### src/rtl/sprite_compositor.sv
// Multi-sprite pixel pipeline: double-buffered sprite registers, ROM address generation,
// fixed-priority merge through a writable palette, and per-frame collision reporting.
module sprite_compositor #(
  parameter int unsigned NUM_SPRITES = 4,
  parameter int unsigned SPR_W       = 48,
  parameter int unsigned SPR_H       = 48,
  parameter int unsigned NUM_FRAMES  = 16,
  parameter int unsigned PIX_BITS    = 4,
  parameter int unsigned COORD_W     = 10,
  parameter logic [23:0] BG_RGB      = 24'h0,
  localparam int unsigned ADDR_W = $clog2(NUM_FRAMES * SPR_W * SPR_H),
  localparam int unsigned SEL_W  = (NUM_SPRITES > 1) ? $clog2(NUM_SPRITES) : 1,
  localparam int unsigned FRM_W  = (NUM_FRAMES > 1) ? $clog2(NUM_FRAMES) : 1,
  // One spare bit so out-of-range image indices can be presented and clamped
  localparam int unsigned FIN_W  = FRM_W + 1
) (
  input  logic                            CLK,
  input  logic                            RESET,
  input  logic [COORD_W-1:0]              hc,
  input  logic [COORD_W-1:0]              vc,
  input  logic                            is_blanking,
  input  logic                            frame_start,
  input  logic                            spr_wr_en,
  input  logic [SEL_W-1:0]                spr_wr_sel,
  input  logic [COORD_W-1:0]              spr_wr_x,
  input  logic [COORD_W-1:0]              spr_wr_y,
  input  logic [FIN_W-1:0]                spr_wr_frame,
  input  logic                            spr_wr_vis,
  input  logic                            pal_wr_en,
  input  logic [PIX_BITS-1:0]             pal_wr_idx,
  input  logic [23:0]                     pal_wr_rgb,
  output logic [NUM_SPRITES*ADDR_W-1:0]   rom_addr,
  input  logic [NUM_SPRITES*PIX_BITS-1:0] rom_data,
  output logic [7:0]                      red,
  output logic [7:0]                      green,
  output logic [7:0]                      blue,
  output logic [NUM_SPRITES-1:0]          collision_mask
);

  typedef struct packed {
    logic [COORD_W-1:0] x;
    logic [COORD_W-1:0] y;
    logic [FRM_W-1:0]   frame;
    logic               vis;
  } spr_t;

  spr_t shadow_q [NUM_SPRITES];
  spr_t shadow_d [NUM_SPRITES];
  spr_t active_q [NUM_SPRITES];
  spr_t active_d [NUM_SPRITES];

  logic [23:0] pal_q [2**PIX_BITS];
  logic [23:0] pal_d [2**PIX_BITS];

  logic [NUM_SPRITES*ADDR_W-1:0] rom_addr_q, rom_addr_d;
  logic [NUM_SPRITES-1:0]        hit0_q, hit0_d, hit1_q, hit1_d;
  logic                          blank0_q, blank0_d, blank1_q, blank1_d;
  logic [NUM_SPRITES-1:0]        coll_acc_q, coll_acc_d, coll_mask_q, coll_mask_d;
  logic [23:0]                   rgb_q, rgb_d;

  logic [FRM_W-1:0]              wr_frame_clamped;
  logic [COORD_W:0]              dx, dy;
  logic [31:0]                   dx32, dy32, addr32;
  logic [NUM_SPRITES-1:0]        opaque, coll_new, others;
  logic [PIX_BITS-1:0]           win_pix;
  int unsigned                   j;

  // Sprite registers and palette; commit copies the pre-write shadow, so a
  // write landing in the frame_start cycle waits for the following commit.
  always_comb begin
    shadow_d = shadow_q;
    active_d = active_q;
    pal_d    = pal_q;
    wr_frame_clamped = (spr_wr_frame >= FIN_W'(NUM_FRAMES)) ? FRM_W'(NUM_FRAMES - 1)
                                                           : spr_wr_frame[FRM_W-1:0];
    for (int unsigned i = 0; i < NUM_SPRITES; i++) begin
      if (spr_wr_en && spr_wr_sel == SEL_W'(i))
        shadow_d[i] = '{x: spr_wr_x, y: spr_wr_y, frame: wr_frame_clamped, vis: spr_wr_vis};
    end
    if (frame_start) active_d = shadow_q;
    if (pal_wr_en) pal_d[pal_wr_idx] = pal_wr_rgb;
  end

  // S0: hit test and ROM address per sprite
  always_comb begin
    rom_addr_d = '0;
    hit0_d     = '0;
    dx = '0; dy = '0; dx32 = '0; dy32 = '0; addr32 = '0;
    blank0_d   = is_blanking;
    for (int unsigned i = 0; i < NUM_SPRITES; i++) begin
      dx   = {1'b0, hc} - {1'b0, active_q[i].x};
      dy   = {1'b0, vc} - {1'b0, active_q[i].y};
      dx32 = 32'(dx);
      dy32 = 32'(dy);
      hit0_d[i] = active_q[i].vis & ~is_blanking & ~dx[COORD_W] & ~dy[COORD_W]
                & (dx32 < SPR_W) & (dy32 < SPR_H);
      addr32 = 32'(active_q[i].frame) * SPR_W * SPR_H + dy32 * SPR_W + dx32;
      if (hit0_d[i]) rom_addr_d[i*ADDR_W +: ADDR_W] = addr32[ADDR_W-1:0];
    end
    hit1_d   = hit0_q;
    blank1_d = blank0_q;
  end

  // S1: priority merge, colour lookup and collision accumulation
  always_comb begin
    opaque   = '0;
    coll_new = '0;
    others   = '0;
    win_pix  = '0;
    j        = 0;
    for (int unsigned i = 0; i < NUM_SPRITES; i++)
      opaque[i] = hit1_q[i] & (rom_data[i*PIX_BITS +: PIX_BITS] != '0);
    for (int unsigned k = 0; k < NUM_SPRITES; k++) begin
      j = NUM_SPRITES - 1 - k;
      if (opaque[j]) win_pix = rom_data[j*PIX_BITS +: PIX_BITS];
    end
    for (int unsigned i = 0; i < NUM_SPRITES; i++) begin
      others      = opaque;
      others[i]   = 1'b0;
      coll_new[i] = opaque[i] & (|others);
    end
    if (blank1_q)     rgb_d = '0;
    else if (|opaque) rgb_d = pal_q[win_pix];
    else              rgb_d = BG_RGB;
    coll_mask_d = coll_mask_q;
    coll_acc_d  = coll_acc_q | coll_new;
    if (frame_start) begin
      coll_mask_d = coll_acc_q;
      coll_acc_d  = coll_new;
    end
  end

  always_ff @(posedge CLK or negedge RESET) begin
    if (!RESET) begin
      for (int unsigned i = 0; i < NUM_SPRITES; i++) begin
        shadow_q[i] <= '0;
        active_q[i] <= '0;
      end
      for (int unsigned i = 0; i < 2**PIX_BITS; i++) pal_q[i] <= '0;
      rom_addr_q  <= '0;
      hit0_q      <= '0;
      hit1_q      <= '0;
      blank0_q    <= 1'b0;
      blank1_q    <= 1'b0;
      coll_acc_q  <= '0;
      coll_mask_q <= '0;
      rgb_q       <= '0;
    end else begin
      shadow_q    <= shadow_d;
      active_q    <= active_d;
      pal_q       <= pal_d;
      rom_addr_q  <= rom_addr_d;
      hit0_q      <= hit0_d;
      hit1_q      <= hit1_d;
      blank0_q    <= blank0_d;
      blank1_q    <= blank1_d;
      coll_acc_q  <= coll_acc_d;
      coll_mask_q <= coll_mask_d;
      rgb_q       <= rgb_d;
    end
  end

  assign rom_addr       = rom_addr_q;
  assign red            = rgb_q[23:16];
  assign green          = rgb_q[15:8];
  assign blue           = rgb_q[7:0];
  assign collision_mask = coll_mask_q;

endmodule

### config.mk
export PLATFORM = sky130hd
export DESIGN_NAME = sprite_compositor
export DESIGN_NICKNAME = d
export VERILOG_FILES = /design/src/rtl/sprite_compositor.sv
export SDC_FILE = /design/constraint.sdc
export NUM_CORES = 1
export LEC_CHECK = 0
export ABC_AREA = 1
export BUFFER_PORTS_ARGS = -buffer_cell sky130_fd_sc_hd__buf_4
export CAP_MARGIN = 20
export CORE_MARGIN = 1.5
export CORE_UTILIZATION = 54
export CTS_CLUSTER_DIAMETER = 60
export CTS_CLUSTER_SIZE = 30
export DETAILED_ROUTE_END_ITERATION = 10
export GPL_TIMING_DRIVEN = 0
export MAX_ROUTING_LAYER = met4
export PLACE_DENSITY_LB_ADDON = 0.3
export SYNTH_ARGS = -nofsm -noshare
export SYNTH_HDL_FRONTEND = slang
export SYNTH_SLANG_ARGS = --single-unit
### constraint.sdc
create_clock -name CLK -period 4.7 [get_ports CLK]
set_clock_uncertainty 0.15 [all_clocks]
set_input_delay 0.47 -clock CLK [delete_from_list [all_inputs] [get_ports CLK]]
set_output_delay 0.47 -clock CLK [all_outputs]
set_load 0.1 [all_outputs]
# Yosys cells after proc, flatten, opt, wreduce, memory -nomap -nowiden
# Index checks and enable logic that the tools add are counted.
dict set report word_totals {
  inputBits 98
  output_inout_bits 92
  regBits 690
  elab_cells 172
}
dict set report op_classes {
  n_mul 12
  eq_ne 3
  bitwise_logic 40
  n_lt_le_gt_ge 12
  mux 18
  reduce_logical 15
  n_addsub 16
}
# op n
set op_table {}
lappend op_table {{$bwmux 384} 1}
lappend op_table {{$mux 24} 5}
lappend op_table {{$bmux 24 s4} 1}
lappend op_table {{$demux 24 s4} 1}
lappend op_table {{$lt 11x6->1 const B} 8}
lappend op_table {{$sub 10x10->11} 8}
lappend op_table {{$add 16x11->16} 4}
lappend op_table {{$add 16x16->16} 4}
lappend op_table {{$mux 16} 4}
lappend op_table {{$mul 11x2->12 const B} 4}
lappend op_table {{$mul 6x2->8 const B} 4}
lappend op_table {{$and 1x1->1} 28}
lappend op_table {{$mul 4x2->6 const B} 4}
lappend op_table {{$mux 4} 6}
lappend op_table {{$reduce_bool 4->1} 4}
lappend op_table {{$ge 5x5->1 const B} 3}
lappend op_table {{$reduce_or 3->1} 4}
lappend op_table {{$not 4->5} 2}
lappend op_table {{$not 1->1} 9}
lappend op_table {{$logic_and 1x1->1} 5}
lappend op_table {{$lt 5x1->1 const B} 1}
lappend op_table {{$eq 2x2->1 const B} 2}
lappend op_table {{$or 4x4->4} 1}
lappend op_table {{$reduce_or 4->1} 1}
lappend op_table {{2 further kinds} 2}

# Logic depth before layout (Yosys ltp)
# Gate-level depths: netlist of run 1.
dict set report logic_depth {
  word_depth 12
  depth_mapped 31
  mapped_depth_nobuf 31
}

# Least setup slack after synthesis of run 1
# No wires, ideal clock.
dict set report synth_path {
  kind {input-to-reg}
  start {input port vc[0]}
  end {register rom_addr_q[12], in the netlist rom_addr[12]}
  path_buffers 0
  setup_slack_ns 0.376
  stages 24
  t_arrival_ns 4.054
  required_time_ns 4.429
  setup_time_ns 0.121
  path_cell_list {inv_1 ha_1 inv_1 fa_1 nand2_1 nand2_1 and2_1 xor2_1 ha_1 nand2_1 nand2_1 a31oi_1 xor2_1 fa_1 inv_1 ha_1 a21oi_1 o21ai_0 a21oi_1 nor2_1 o21ai_0 nand2_1 xnor2_1 nor2_2}
}
dict set report synth_via {
  elab_chain_cells 6
  word_cells_on_any_way 10
  cone_classes {3 x add/sub; 1 x mul; 1 x order compare; 1 x mux; 4 x bitwise}
}
# element line
set synth_rtl {}
lappend synth_rtl {{from (decl)} 20} ;# input logic [COORD_W-1:0] vc,
lappend synth_rtl {{$sub 10x10->11 (*)} 92} ;# dy = {1'b0, vc} - {1'b0, active_q[i].y};
lappend synth_rtl {{branches (longest 4 deep; another with $add 16x16->16)} --}
lappend synth_rtl {{$mux 16 (*)} 98} ;# if (hit0_d[i]) rom_addr_d[i*ADDR_W +: ADDR_W] = addr32[ADDR_W-1:0];
lappend synth_rtl {{net rom_addr_d[12]} 55} ;# logic [NUM_SPRITES*ADDR_W-1:0] rom_addr_q, rom_addr_d;
lappend synth_rtl {{to (signal assigned)} 152} ;# rom_addr_q <= rom_addr_d;
lappend synth_rtl {{to (decl)} 55}
# Mark *: on every way through the listed nets, which the timed path passes.
# A chain may end at the register's enable or synchronous reset.

# Worst setup path in the final report of run 1
dict set report layout_path {
  start {register active_q[80] in the netlist's numbering}
  end {register rom_addr_q[12], in the netlist rom_addr[12]}
}
dict set report layout_via {
  elab_chain_cells 6
  word_cells_on_any_way 10
  cone_classes {3 x add/sub; 1 x mul; 1 x order compare; 1 x mux; 4 x bitwise}
}
# element line
set layout_rtl {}
lappend layout_rtl {{from (decl)} 49} ;# spr_t active_q [NUM_SPRITES];
lappend layout_rtl {{from (signal assigned)} 150} ;# active_q <= active_d;
lappend layout_rtl {{$sub 10x10->11 (*)} 92}
lappend layout_rtl {{branches (longest 4 deep; another with $add 16x16->16)} --}
lappend layout_rtl {{$mux 16 (*)} 98}
lappend layout_rtl {{net rom_addr_d[12]} 55}
# Marks and branches as above.

==> results.md, run 1 <==
- For this configuration, the core starts out at a cell density of 0.5443.
- The summed area of non-filler cells in the final layout is 0.04317 mm².
- In the final design database the tool counted 5294 nets.
- Row generation in the floorplan step produced 97 rows.
- For this design the static power due to leakage is 21.51 nW.
- sky130_fd_sc_hd__dfrtp_1 takes more of the synthesized area than any other cell.
- The transition at the pin with the smallest max-transition slack is 1.193 ns.
- The synthesized net count is 5037.
- The critical path data required time is 5.11 ns.
- The number of antenna violations at the first check in global routing is 2.
- The area of the core is 0.06979 mm².
- The global-route wire length before repair is 187.5 mm.
- TritonCTS built the clock tree.
- Setup violations remaining at the end of the flow were counted as 0.
- The area taken by flip-flops and latches is 0.01727 mm².
- The critical path is of the reg -> reg type.
- The H-tree was split into 2 levels.
- The synthesis-stage register bit count is 690.
- In this run the worst hold path is classified as in -> reg.
- Of the available clock period, the critical path in the final layout requires 0.9432.
- Along the worst path, the maximum fanout reaches 5.
- The number of enable flip-flop cells after synthesis is 0.
- The run finished with clean final reports.
- The routability-driven placement congestion ratio is 1.012.
- The maximum clock insertion buffer count is 3.
- In the final layout, the share of cells above drive strength 1 is 0.09269.
- After detailed routing, the number of remaining DRC violations is 0.
- The number of fillers in the final layout is 6206.
- The count of buffers inserted at the top-level ports is 188.
- Among all flip-flop cells after synthesis, the most frequent one is sky130_fd_sc_hd__dfrtp_1.
- Global routing finished with a remaining overflow of 0.
- Measured along the x axis, the die boundary spans 268.2 µm.
- The placed instances occupy a cell area of 0.04078 mm².
- The pin count of the biggest net entering global routing is 117.
- Across all layers, the routed design uses 34.38k vias.
- The max-capacitance violation count is 0.
- The violation count after the first detailed-route iteration is 4002.
- The detail route stage leaves a number of antenna-violating nets equal to 0.
- The count of distinct cell types in the synthesized netlist is 48.
- The Yosys step of the flow raised 0 warnings.
- The signed area change from the synthesized netlist to the final layout is 13.64%.
- At the worst endpoint, the arrival time is 4.84 ns.
- STA classifies the critical path startpoint as a register.
- The power density over cell area is 629.8 mW/mm².
- The share of the Yosys chip area taken by registers is 0.4545.
- The number of iterations in the first detailed-routing pass is 6.
- The number of global-route vias before repair was 32.84k.
- The clock latency of the later-clocked register in the worst-skew pair is 0.69 ns.
- The routed design could run at a clock period as short as 4.433 ns.
- By area the synthesized netlist is led by sky130_fd_sc_hd__dfrtp_1 (45%), sky130_fd_sc_hd__nand2_1 (11%), sky130_fd_sc_hd__ha_1 (8.1%).
- Setup repair after global routing could not meet its margin everywhere.
- For this design, the sink count on the clock tree is 690.
- The largest vdd supply drop is 0.0007013 V.
- The total area of multi-input combinational cells is 0.01827 mm².
- The half-perimeter wire length after detailed placement is 91.46 mm.
- The number of pins exceeding their max-slew limit in the final report came to 0.
- The headroom to the max-slew limit is 0.2013.
- Counting flops with an async set or reset pin after synthesis yields a share of 1.000.
- Yosys instantiated no cell more often than sky130_fd_sc_hd__nand2_1.
- The number of cells produced by synthesis is 4658.
- The final number of hold-violating endpoints is 0.
- The total routed wirelength is 123.7 mm.
- The CTS clock-pin slew for the worst setup and hold paths is 0.11 ns.
- The mean instance size in the synthesized netlist is 8.155 µm².
- The kind of end point of the critical path is a register.
- The top-level port count is 190.
- In the final timing run, aggregate negative setup slack is 0 ns.
- The maximum clock frequency is 225.6 MHz.
- The area of the mapped netlist is 0.03799 mm².
- The wire length per cell is 20.95 µm.
- The tightest hold margin is 0.01898 ns.
- In the routed layout, each cell is associated on average with a via count of 5.823.
- By count the netlist is led by sky130_fd_sc_hd__nand2_1 (1097), sky130_fd_sc_hd__dfrtp_1 (690), sky130_fd_sc_hd__nand3_1 (570).
- Across every metal layer, demand over resource in global routing totals 0.3544.
- The share of the synthesized area in the top cell type is 0.4545.
- The overall die area is 0.07195 mm².
- From bottom edge to top edge, the die measures 268.2 µm.
- The cell at the root of the clock tree is sky130_fd_sc_hd__clkbuf_16.
- The TritonCTS buffer count is 56.
cells by family (layout without fill, tap and decap cells):
| group | after synthesis | in the layout | share of synthesized area |
|---|---|---|---|
| adders and majority gates | 281 | 281 | 0.09967 |
| DFF | 690 | 690 | 0.4545 |
| muxes | 15 | 15 | 0.004446 |
| other | 0 | 2 | 0 |
| AOI/OAI and AO/OA | 852 | 852 | 0.1174 |
| and+or+nand+nor | 2019 | 2019 | 0.2238 |
| xor gates and xnor gates | 134 | 134 | 0.03129 |
| buffers and inverters | 667 | 972 | 0.06890 |
layout by cell type, fill, tap and decap left out, drive strengths merged, types with 2 or more instances in the layout:
| cell type | n |
|---|---|
| o2111ai | 2 |
| a31oi | 34 |
| nand2 | 1100 |
| clkbuf | 229 |
| a21o | 11 |
| a21boi | 2 |
| o21bai | 18 |
| xnor2 | 41 |
| inv | 447 |
| o31ai | 4 |
| a31o | 2 |
| or2 | 9 |
| diode | 2 |
| o211ai | 4 |
| clkinvlp | 2 |
| a22oi | 3 |
| xor2 | 93 |
| nor3 | 27 |
| nor2 | 281 |
| ha | 245 |
| nand3 | 571 |
| buf | 270 |
| nand4 | 16 |
| o21ai | 507 |
| a21oi | 263 |
| fa | 36 |
| and2 | 9 |
| dfrtp | 690 |
| nand3b | 5 |
| mux2 | 15 |
| dlygate4sd3 | 3 |
| clkinv | 20 |
registers in the layout, summed over array words and instances, names as in the netlist:
signal          flops
pal_q             384
hit1_q              4
rgb_q              24
active_q          100
collision_mask      4
hit0_q              4
rom_addr           64
blank0_q            1
coll_acc_q          4
shadow_q          100
blank1_q            1
stage by stage:
stage	cells	util	total power [mW]	worst slack [ns]
finish	5905	0.6186	27.19	0.2668
global route	5905	0.6186	29.54	-0.06238
CTS	5902	0.6161	26.73	0.1292
detailed placement	5793	0.5843	21.20	-0.4069
global placement	5786	0.5814	20.86	-4.740
floorplan	4658	-	18.33	0.3758
worst paths after layout:
| kind | from | endpoint | slack [ns] | cells after the start |
|---|---|---|---|---|
| max in group asynchronous | RESET | hit1_q[1] | 2.53 | 5 |
| worst min register to register | hit0_q[0] | hit1_q[0] | 0.20 | 0 |
| worst max register to register | active_q[80] | rom_addr[12] | 0.27 | 23 |
| worst max-delay path | active_q[80] | rom_addr[12] | 0.27 | 23 |
| min in group asynchronous | RESET | pal_q[33] | 0.13 | 2 |
| worst min-delay path | pal_wr_rgb[19] | pal_q[139] | 0.02 | 3 |
layout make-up:
cell class | count | area share
Sequential cell | 690 | 0.4000
Tap cell | 940 | 0.02724
Timing Repair Buffer | 199 | 0.03820
Inverter | 422 | 0.03669
Clock inverter | 48 | 0.01780
Clock buffer | 58 | 0.03287
Buffer | 245 | 0.02394
Multi-Input combinational cell | 3301 | 0.4232
Antenna cell | 2 | 0.0001159
timing repair:
action	4_1_cts	5_1_grt
buffers inserted	0	1
endpoints found under the setup margin	0	11
hold endpoints to repair	131	0
hold buffers	3	0
resized for setup	0	31
routing by layer:
layer  up-vias  track usage  wire length [µm]
met2      1722       0.5621             57140
met4         0       0.1863              7656
li1      15760            -                 -
met5         -            -                 0
met1     16540       0.4335             47540
met3       366      0.06304             11380
critical path, cell delays in order, from the launching register on:
cell and delay [ns]:
sky130_fd_sc_hd__dfrtp_1 0.41, sky130_fd_sc_hd__ha_1 0.16, sky130_fd_sc_hd__inv_1 0.06, sky130_fd_sc_hd__fa_2 0.39, sky130_fd_sc_hd__nand2_1 0.08, sky130_fd_sc_hd__nand2_1 0.07
sky130_fd_sc_hd__and2_1 0.17, sky130_fd_sc_hd__xor2_2 0.17, sky130_fd_sc_hd__ha_1 0.36, sky130_fd_sc_hd__nand2_1 0.08, sky130_fd_sc_hd__nand2_1 0.06, sky130_fd_sc_hd__a31oi_1 0.17
sky130_fd_sc_hd__xor2_1 0.11, sky130_fd_sc_hd__fa_1 0.51, sky130_fd_sc_hd__inv_1 0.04, sky130_fd_sc_hd__ha_1 0.33, sky130_fd_sc_hd__a21oi_1 0.13, sky130_fd_sc_hd__o21ai_0 0.13
sky130_fd_sc_hd__a21oi_1 0.20, sky130_fd_sc_hd__nor2_1 0.07, sky130_fd_sc_hd__o21ai_1 0.13, sky130_fd_sc_hd__nand2_1 0.08, sky130_fd_sc_hd__xnor2_1 0.16, sky130_fd_sc_hd__nor2_2 0.07
power breakdown:
part	switching [mW]	internal (mW)	total, mW
combinational	8.47	5.79	14.3
clock	2.89	2.54	5.43
sequential	0.580	6.92	7.50
Note: power is estimated with default switching activity, not from simulation.
==> run 2, diff against run 1 <==
- CORE_UTILIZATION: 54 -> 49
- CTS_BUF_LIST: unset -> sky130_fd_sc_hd__clkbuf_4 sky130_fd_sc_hd__clkbuf_8
==> results.md, run 2 (same netlist as run 1, synthesis figures left out) <==
- The flow ran to the end, and the final reports show no timing, DRC or antenna violations.
- The register with the most flip-flops in the layout has 384 of them.
- The transition at the pin with the smallest max-transition slack is 1.138 ns.
- The detailed-route vias per instance is 5.705.
- The TritonCTS clock tree is yes.
- At the worst endpoint, the required time is 5.18 ns.
- The kind of critical path is reg -> reg.
- Among all stages on the critical path, the largest delay is contributed by sky130_fd_sc_hd__dfrtp_1.
- The first global-routing pass estimated 192.6 mm of wire.
- STA classifies the critical path startpoint as a register.
- The number of antenna violations at the first check in global routing is 1.
- The post-placement worst setup slack is -0.6682 ns.
- In this run the remaining antenna-violating nets after routing total 0.
- The number of endpoints failing setup at the final stage is 0.
- Clock tree synthesis found a total of 690 sinks.
- Of the total power, registers draw 0.285.
- The global routing usage on met3 is 0.06182.
- The number of global-route vias before repair is 33.22k.
- The maximum clock insertion buffer count is 3.
- The class of the worst hold path is in -> reg.
- The end-of-flow core utilization is 0.5646.
- Across the run, the number of max-cap violations was 0.
- In the final layout, the registers with the most flip-flops are pal_q: 384 flops, active_q: 100 flops, shadow_q: 100 flops.
- The launching point of the worst reg2reg path is active_q[80].
- The H-tree was split into 2 levels.
- The longest individual stage delay on the worst path is 0.43 ns.
- The cell leakage power is 21.38 nW.
- Setup repair after global routing could not meet its margin everywhere.
- The path with the worst hold slack has its endpoint at pal_q[181].
- The fraction of power spent switching nets is 0.4520.
- The final net count is 5332.
- Of the available clock period, the critical path in the final layout requires 0.9449.
- The area of the core is 0.07633 mm².
- The number of cells after detailed placement is 5882.
- In this run the most critical hold path is launched from pal_wr_rgb[13].
- The total power consumption of the routed design is 26.30 mW.
- Detailed placement finished with a half-perimeter wire length of 92.00 mm.
- The largest vdd supply drop is 0.0006067 V.
- The first detailed-routing pass took 8 iterations.
- Clock tree synthesis selected as its root buffer the cell sky130_fd_sc_hd__clkbuf_8.
- The final number of hold-violating endpoints is 0.
- The combinational cell fraction of total power is 0.555.
- The largest register by flop count is pal_q.
- The count of unresolved DRC violations after routing is 0.
- The top fanout value on the critical path is 4.
- The signed area change from the synthesized netlist to the final layout is 13.44%.
- For this run the aggregate overflow at the end of global routing stands at 0.
- Summed over all nets, the switching power comes to 11.89 mW.
- In the final routed layout, each cell accounts on average for 21.01 µm.
- The met2 usage in global routing is 0.5197.
- The power density over cell area is 610.2 mW/mm².
- The TritonCTS buffer count is 58.
- The data arrival time of the critical path is 4.92 ns.
- In this run the critical register-to-register path is captured at rom_addr[14].
- The most numerous cell type found on the critical path is sky130_fd_sc_hd__nand2_1.
- Entering global routing, the biggest net connects 119 pins.
- The number of pins exceeding their max-slew limit in the final report came to 0.
- Excluding fillers, the count of instances in the completed layout stands at 6034.
- The kind of end point of the critical path is a register.
- The worst path setup slack after routing is 0.2589 ns.
- The floorplan step defined a die boundary enclosing 0.07921 mm².
- The layer flagged by global routing as most heavily used is met2.
- The critical path contains buffers and inverters numbering 3 combined.
- The met1 track demand over resource in global routing is 0.4108.
- Across every metal layer, demand over resource in global routing totals 0.3300.
- After detailed placement, the total cell area comes to 0.04086 mm².
- Of the total power, the clock network draws 0.161.
- The top cell types in the final layout, fill and taps aside, are sky130_fd_sc_hd__nand2_1 (1096), sky130_fd_sc_hd__dfrtp_1 (690), sky130_fd_sc_hd__nand3_1 (569).
- The cell count of the worst reg-to-reg path is 26.
- The height of the die is 281.4 µm.
- The count of buffers inserted at the top-level ports is 188.
- The worst pin sits at a relative slew slack of 0.2357.
- With fillers left out, the area of the finished cells amounts to 0.04310 mm².
- After clock tree synthesis, the clock-pin slew on the worst setup and hold paths is 0.13 ns.
- For this design the top-level I/O count stands at 190.
- The number of standard-cell rows in the floorplan is 101.
- The starting density of the core is 0.4977.
- The post-layout minimum cycle time is 4.441 ns.
- The total vias in the final route is 34.42k.
- The internal reg-to-reg setup slack is 0.26 ns.
- Internal power comes to 14.41 mW.
- The routed design has 126.8 mm of wire.
- The maximum clock frequency is 225.2 MHz.
- On the critical path the largest part of the delay comes from simple AND/OR/NAND/NOR gates.
- The share of post-route cells with drive strength above 1 is 0.09716.
- Routability-driven placement finished with a final weighted congestion of 1.004.
- In this run, the number of DRC markers left after iteration 0 of detailed routing was 3825.
- Counting instances, the worst hold path has a depth of 3.
- The die is 281.4 µm wide.
- The clock latency of the later-clocked register in the worst-skew pair is 0.75 ns.
- The most common cell after layout, fill and taps aside is sky130_fd_sc_hd__nand2_1.
## run 2: repair_timing
action / in CTS / in global routing
hold buffers: 38 / 0
buffers inserted: 0 / 3
resized for setup: 2 / 52
pin swaps: 0 / 12
endpoints found under the hold margin: 195 / 0
setup endpoints to repair: 1 / 11
## run 2: how the worst max path moves through the flow
stage                     cells past startpoint            to          from
final                                        26  rom_addr[14]  active_q[80]
after global routing                         26  rom_addr[14]  active_q[80]
after CTS                                    20  rom_addr[61]   active_q[5]
after detailed placement                     22  rom_addr[61]         vc[0]
after global placement                        1  active_q[52]         RESET
after floorplan                              24  rom_addr[12]         vc[0]
## run 2: area by class of cell
type / count / area, µm²
Fill cell: 7217 / 33230
Inverter: 422 / 1584
Timing Repair Buffer: 235 / 1987
Buffer: 245 / 1033
Clock inverter: 46 / 634.4
Sequential cell: 690 / 17270
Multi-Input combinational cell: 3301 / 18440
Tap cell: 1030 / 1289
Antenna cell: 2 / 5.005
Clock buffer: 63 / 854.6
## run 2: worst reg2reg max path, cell delays in order (launching register included)
cell and delay [ns]:
sky130_fd_sc_hd__dfrtp_1 0.43, sky130_fd_sc_hd__ha_1 0.19, sky130_fd_sc_hd__inv_1 0.08, sky130_fd_sc_hd__fa_2 0.26, sky130_fd_sc_hd__nand2_1 0.07, sky130_fd_sc_hd__nand2_1 0.09, sky130_fd_sc_hd__and2_1 0.18, sky130_fd_sc_hd__nand3_1 0.10
sky130_fd_sc_hd__nand2_2 0.09, sky130_fd_sc_hd__xor2_2 0.17, sky130_fd_sc_hd__inv_1 0.11, sky130_fd_sc_hd__ha_4 0.30, sky130_fd_sc_hd__nand2_1 0.06, sky130_fd_sc_hd__inv_1 0.10, sky130_fd_sc_hd__nand4_1 0.11, sky130_fd_sc_hd__nand3_2 0.12
sky130_fd_sc_hd__nand2_1 0.06, sky130_fd_sc_hd__nand3_1 0.09, sky130_fd_sc_hd__xor2_1 0.19, sky130_fd_sc_hd__ha_1 0.26, sky130_fd_sc_hd__ha_1 0.34, sky130_fd_sc_hd__nand2_1 0.10, sky130_fd_sc_hd__nor3_2 0.20, sky130_fd_sc_hd__nand3_1 0.12
sky130_fd_sc_hd__o2111ai_1 0.15, sky130_fd_sc_hd__xnor2_1 0.17, sky130_fd_sc_hd__nor2_2 0.06
## run 2: stage by stage
| stage | hold slack, ns | setup TNS [ns] |
|---|---|---|
| 2_1_floorplan | 0.02441 | 0 |
| 3_3_place_gp | 0.1850 | -3233.06 |
| 3_5_place_dp | 0.1887 | -6.251 |
| 4_1_cts | 0.002584 | 0 |
| 5_1_grt | 0.03451 | -0.1513 |
| 6_report | 0.03316 | 0 |
## run 2: power by group through the flow
stage | clock, mW | combinational (mW) | sequential (mW)
after floorplan | 0 | 10.9 | 7.45
after global placement | 0 | 13.5 | 7.55
after detailed placement | 0 | 13.8 | 7.57
after CTS | 4.26 | 13.9 | 7.46
after global routing | 4.47 | 16.6 | 7.59
final | 4.23 | 14.6 | 7.48
## run 2: per-layer routing
layer	part of all wire	wire, µm	vias to the layer above
met4	0.057	7213	0
met5	0	0	-
met3	0.096	12220	407
li1	-	-	15820
met2	0.46	58110	1722
met1	0.39	49230	16470
